--- src/rtl/tap_thermo_encoder_pkg.sv ---
// Shared definitions for the tap thermometer encoder: FSM state encodings and
// the helper that sizes the fine code for a given tap count.
package tap_thermo_encoder_pkg;

    localparam logic [1:0] ST_IDLE       = 2'd0;
    localparam logic [1:0] ST_ENCODE     = 2'd1;
    localparam logic [1:0] ST_WAIT_CLEAR = 2'd2;

    // Fine code must represent every count from 0 (no taps) to num (all taps).
    function automatic int fine_width(input int num);
        return $clog2(num + 1);
    endfunction

endpackage

--- src/rtl/tap_thermo_encoder_popcount.sv ---
// Combinational thermometer decoder: ones count of the captured tap vector plus
// bubble (a 0 below some 1) and saturation (all ones) flags.
module thermo_popcount
    import tap_thermo_encoder_pkg::*;
#(
    parameter int NUM    = 12,
    parameter int FINE_W = fine_width(NUM)
) (
    input  logic [NUM-1:0]    vec,
    output logic [FINE_W-1:0] fine,
    output logic              bubble,
    output logic              sat
);

    logic seen_one;

    always_comb begin
        // NOTE: every variable gets a default before the loop so no path leaves
        // it unassigned, which would otherwise infer a latch.
        fine     = '0;
        bubble   = 1'b0;
        seen_one = 1'b0;
        // Scan from the far end of the chain: a 0 met after any 1 is a bubble.
        for (int i = NUM - 1; i >= 0; i--) begin
            fine = fine + FINE_W'(vec[i]);
            if (!vec[i] && seen_one) begin
                bubble = 1'b1;
            end
            if (vec[i]) begin
                seen_one = 1'b1;
            end
        end
    end

    assign sat = &vec;

endmodule

--- src/rtl/tap_thermo_encoder.sv ---
// Samples the delay-chain taps, detects a new hit, encodes it and presents the
// time-stamped event downstream over a valid/ready output register.
module tap_thermo_encoder
    import tap_thermo_encoder_pkg::*;
#(
    parameter int NUM      = 12,
    parameter int FINE_W   = fine_width(NUM),
    parameter int COARSE_W = 16
) (
    input  logic                clk,
    input  logic                rst,
    input  logic [NUM-1:0]      taps,
    output logic                out_valid,
    input  logic                out_ready,
    output logic [FINE_W-1:0]   out_fine,
    output logic [COARSE_W-1:0] out_coarse,
    output logic                out_bubble,
    output logic                out_sat,
    output logic                overflow
);

    logic [NUM-1:0]      s1;
    logic [NUM-1:0]      s2;
    logic                s2_d0;
    logic [NUM-1:0]      snap;
    logic [COARSE_W-1:0] counter;
    logic [COARSE_W-1:0] coarse_snap;
    logic [1:0]          state;

    logic [FINE_W-1:0]   enc_fine;
    logic                enc_bubble;
    logic                enc_sat;
    logic                detect;

    thermo_popcount #(
        .NUM    (NUM),
        .FINE_W (FINE_W)
    ) u_popcount (
        .vec    (snap),
        .fine   (enc_fine),
        .bubble (enc_bubble),
        .sat    (enc_sat)
    );

    // Rising edge on the first tap after synchronisation marks a new hit.
    assign detect = s2[0] && !s2_d0;

    // NOTE: all state here uses non-blocking assignments so every register
    // samples the pre-edge values, which keeps the sync chain a true two-stage
    // pipeline regardless of statement order.
    always_ff @(posedge clk) begin
        if (!rst) begin
            s1          <= '0;
            s2          <= '0;
            s2_d0       <= 1'b0;
            snap        <= '0;
            counter     <= '0;
            coarse_snap <= '0;
            state       <= ST_IDLE;
            out_valid   <= 1'b0;
            out_fine    <= '0;
            out_coarse  <= '0;
            out_bubble  <= 1'b0;
            out_sat     <= 1'b0;
            overflow    <= 1'b0;
        end else begin
            s1      <= taps;
            s2      <= s1;
            s2_d0   <= s2[0];
            counter <= counter + COARSE_W'(1);

            // A completed transfer empties the output unless ENCODE refills it below.
            if (out_valid && out_ready) begin
                out_valid <= 1'b0;
            end

            case (state)
                ST_IDLE: begin
                    if (detect) begin
                        snap        <= s2;
                        coarse_snap <= counter;
                        state       <= ST_ENCODE;
                    end
                end
                ST_ENCODE: begin
                    if (!out_valid || out_ready) begin
                        out_valid  <= 1'b1;
                        out_fine   <= enc_fine;
                        out_coarse <= coarse_snap;
                        out_bubble <= enc_bubble;
                        out_sat    <= enc_sat;
                    end else begin
                        overflow <= 1'b1;
                    end
                    state <= ST_WAIT_CLEAR;
                end
                ST_WAIT_CLEAR: begin
                    if (!s2[0]) begin
                        state <= ST_IDLE;
                    end
                end
                default: begin
                    state <= ST_IDLE;
                end
            endcase
        end
    end

endmodule

--- config.mk ---
export PLATFORM = sky130hd
export DESIGN_NAME = tap_thermo_encoder
export DESIGN_NICKNAME = d
export VERILOG_FILES = /design/src/rtl/tap_thermo_encoder_pkg.sv /design/src/rtl/tap_thermo_encoder_popcount.sv /design/src/rtl/tap_thermo_encoder.sv
export SDC_FILE = /design/constraint.sdc
export NUM_CORES = 1
export LEC_CHECK = 0
export CORE_MARGIN = 1.5
export CORE_UTILIZATION = 45
export DETAILED_ROUTE_END_ITERATION = 8
export GPL_ROUTABILITY_DRIVEN = 0
export PLACE_DENSITY = 0.66
export RECOVER_POWER = 100
export REMOVE_ABC_BUFFERS = 1
export SETUP_SLACK_MARGIN = 0.02
export SYNTH_ARGS = -nofsm -noshare
export SYNTH_HDL_FRONTEND = slang
export SYNTH_HIERARCHICAL = 1
export SYNTH_SLANG_ARGS = --single-unit
export TNS_END_PERCENT = 20
--- constraint.sdc ---
create_clock -name clk -period 6.2 [get_ports clk]
set_input_delay 1.24 -clock clk [delete_from_list [all_inputs] [get_ports clk]]
set_output_delay 1.24 -clock clk [all_outputs]
set_load 0.01 [all_outputs]
# Word level (Yosys, flattened, before mapping)
# Index checks and enable logic that the tools add are counted.
# totals
output_inout_bits	24
regBits	95
# classes
n_reduce_logical	33
muxes	28
bitwise_logic	1
eq_ne	4
add_sub_neg	12
# ops
op	count
$add A4 B1 Y4	10
$mux W1	25
$add A16 B1 Y16 const B	1
$logic_and A1 B1 Y1	13
$logic_not A1 Y1	13
$reduce_and A12 Y1	1
$reduce_and A2 Y1	4
$pmux W2 S3	1
$mux W2	2
$ne A2 B2 Y1 const B	2
$add A1 B1 Y2	1
$eq A2 B1 Y1 const B	1
$eq A2 B2 Y1 const B	1
$logic_not A2 Y1	1
$logic_or A1 B1 Y1	1
$not A1 Y1	1

# Depth between registers and ports, before layout
# depth
ltp_word	13
mapped_depth	13
depth_no_buf	13

# Modules after synthesis
# Netlist, hierarchy kept.
# modules_own_cells
module	instances	seq_area_each_um2	area_each_um2	cells_each
tap_thermo_encoder	1	1901.8	3316.9	366
thermo_popcount	1	0.0	386.6	47

# Least setup slack after synthesis
# Ideal clock, no wire load.
# synth_timing
path_kind	register to register
startpoint	reg snap[0]
endpoint	reg out_fine[2]
arrival_ns	3.287
setup_slack_ns	2.781
stages_incl_launch_ff	14
t_required_ns	6.068
n_path_buf	0
period_less_slack_ns	3.419
cell_sequence	dfxtp_1 > inv_1 > fa_1 > inv_1 > fa_1 > inv_1 > fa_1 > fa_1 > inv_1 > ha_1 > fa_1 > xor2_1 > nand3_1 > a21oi_1
# synth_via
elab_chain_cells	1
# synth_lines
item	line	source
from (decl)	tap_thermo_encoder.sv:25	logic [NUM-1:0] snap;
from (signal assigned)	tap_thermo_encoder.sv:56	snap <= '0;
from (signal assigned)	tap_thermo_encoder.sv:80	snap <= s2;
$add A4 B1 Y4	tap_thermo_encoder_popcount.sv:25	fine = fine + FINE_W'(vec[i]);
net enc_fine[2]	tap_thermo_encoder.sv:30	logic [FINE_W-1:0] enc_fine;
to (signal assigned)	tap_thermo_encoder.sv:88	out_fine <= enc_fine;
to (decl)	tap_thermo_encoder.sv:15	output logic [FINE_W-1:0] out_fine,
# The timed path passes the listed nets, and every way through them passes these cells.
# A chain may end at the register's enable or synchronous reset.

# Final worst setup path
# layout_timing
startpoint	in rst
endpoint	reg snap[11]
# layout_rtl
item	line	source
from (decl)	tap_thermo_encoder.sv:11	input logic rst,
# No word-level cell between the ends.

==> reports/metrics.cfg <==
[timing]
setup_tns_ns = 0
rsz0062_at_grt = false
setup_ws_ns = 1.947
slew_headroom = -0.2973
finalCritPeriodShare = 0.6859
drv_slew = 45
clock.fmax_ghz = 0.2352
finalClockSkew_ns = 0.01395
final_hold_viol_count = 0
holdWs_ns = 0.4324
finalCriticalPeriod_ns = 4.253
tightest_slew_ns = 1.946
setup-violations-final = 0

[logic_synthesis]
yosysWarnings = 6
yosysTopAreaCellShare = 0.5135
synth_area_leaders = dfxtp_1 (51%), a21oi_1 (8.0%), nand2_1 (6.5%), and2_1 (4.4%), fa_1 (3.8%)
yosys.area.top_type = dfxtp_1
synth-seq-cells = 95
synth.distinct_cells = 35
syn_inst = 413
synth_seq_area_share = 0.5135
syn-cell-area_um2 = 3704
synth_area_per_cell_um2 = 8.967

[flow_run]
drv_cap = 1

[worst_setup_path]
critPathCapture = snap[11]$_SDFFE_PN0P_
crit_path_start_kind = primary input
r2r_cells = 13
worstReg2RegStart = snap[5]$_SDFFE_PN0P_
setup.worst_path.end_class = flip-flop
cp.arrival_ns = 4.39
cp.required_ns = 6.34
critical_path_class = primary input to flip-flop
worstSetupStartpoint = rst
cp_max_fo = 44
reg2reg_to = out_fine[2]$_SDFFE_PN0P_
r2r_setup_slack_ns = 2.54

[cells_and_area]
most-common-layout-cells = dfxtp_1 (95), nand2_1 (64), a21oi_1 (59)
num_antenna_cells = 0
instances_no_fill = 550
mostFrequentLayoutCell = dfxtp_1
fin_util = 0.5566
drive_above_1_share = 0.05580
finalInstanceArea_um2 = 4368
nNetsFinal = 471
syn2layout_area_growth_pct = 17.94

[drt]
via_per_inst = 5.175
drc = 0
routedWlPerCell_um = 13.01
wl_mm = 7.155
postRouteAntennaNets = 0
first_pass_iters = 4
drt_iter0_drc = 128
vias = 2846

[place]
port_buffers = 38
pre_cts_ws_ns = 2.473
placed_cell_area_um2 = 4134
post-place-cells = 534
dp_hpwl_mm = 4.603

[clocking]
numCtsBuffers = 9
clock-root-buffer = clkbuf_8
cts_tree = built
cts_resized = 0
clk_pin_slew_worst_paths_ns = 0.09
cts_sinks = 95
worst_skew_pair.late_latency_ns = 0.36
postCtsSetupBuffers = 0
h-tree-depth = 3
clockBufferDepth = 2
ctsHoldBuffers = 0

[floorplanning]
core_um2 = 7848
rows = 32
die_area_um2 = 8783
die-height_um = 93.72
die_w_um = 93.72
initial_core_util = 0.4719
io_pins = 39

[global_route]
track_usage = 0.1787
antenna_found_initial = 0
grt_pass1_wl_mm = 12.47
grt_pass1_vias = 2726
grt_overflow = 0
grt_max_degree = 45

[status]
status = finished, violations left
violations = capacitance limit, slew limit

[pwr]
powerDensity_nw_per_um2 = 259.9
irDropWorstVdd_uv = 119.6
leakagePower_nw = 1.653
power_mw = 1.135

[min_path]
holdCritPathClass = flip-flop to flip-flop

cell type report:
class / instances / area, um2
inverters: 22 / 82.58
clock inverters: 5 / 86.33
multi-input cells: 273 / 1612
well taps: 102 / 127.6
fillers: 754 / 3480
flip-flops and latches: 95 / 1902
repair buffers: 42 / 406.6
clock buffers: 11 / 151.4
cells by family after synthesis:
logic type      Yosys count  synth area share
fa+ha+maj                13           0.05811
mux                       4           0.01081
buf+inv                  45           0.05135
compound gates           93            0.1334
flops                    95            0.5135
xor+xnor                  4          0.009461
simple gates            159            0.2233
worst min-delay path by stage:
stage	from	slack, ns	cells past startpoint	endpoint
floorplan	s1[9]$_SDFF_PN0_	0.41	1	s2[9]$_SDFF_PN0_
global placement	s1[2]$_SDFF_PN0_	0.41	1	s2[2]$_SDFF_PN0_
detailed placement	s1[9]$_SDFF_PN0_	0.41	1	s2[9]$_SDFF_PN0_
CTS	s2[1]$_SDFF_PN0_	0.43	2	snap[1]$_SDFFE_PN0P_
global route	s1[9]$_SDFF_PN0_	0.46	1	s2[9]$_SDFF_PN0_
finish	s1[9]$_SDFF_PN0_	0.43	1	s2[9]$_SDFF_PN0_
sequential cells by signal, summed over array words and instances (netlist names):
register	cells
coarse_snap	16
counter	16
out_bubble	1
out_coarse	16
out_fine	4
out_sat	1
out_valid	1
overflow	1
s1	12
s2	12
s2_d0	1
snap	12
state	2
routing by layer:
layer / track usage / wire length, um / vias up
met2: 0.2856 / 3134 / 62
met4: 0.05597 / 87 / 0
li1: - / - / 1448
met1: 0.2411 / 3609 / 1327
met5: 0 / 0 / -
met3: 0.03883 / 322 / 9
synth_stat cells, drive strengths merged:
cell     count
nand2b       5
xor2         3
or3          3
ha           6
buf          7
nand3       29
nor4         5
nor2b        6
or2          1
mux2i        4
a2111oi      1
o21ai       25
and2        26
nand2       64
a21o         2
clkbuf      16
nand4        5
dfxtp       95
nor2         8
nand3b       1
nor4b        1
o31ai        4
inv         22
or4          4
or4b         1
a221oi       1
a222oi       1
a21oi       59
fa           7
xnor2        1
critical path, cell delays in order:
cell and delay [ns]:
dlygate4sd3_1 0.88, inv_1 0.66, clkbuf_1 1.45, a21oi_1 0.12
where the power goes:
part / total [mW] / switching [mW] / internal (mW)
Clock: 0.460 / 0.208 / 0.253
Combinational: 0.0469 / 0.0273 / 0.0196
Sequential: 0.628 / 0.00680 / 0.621
Power figures use the tool's default switching activity.
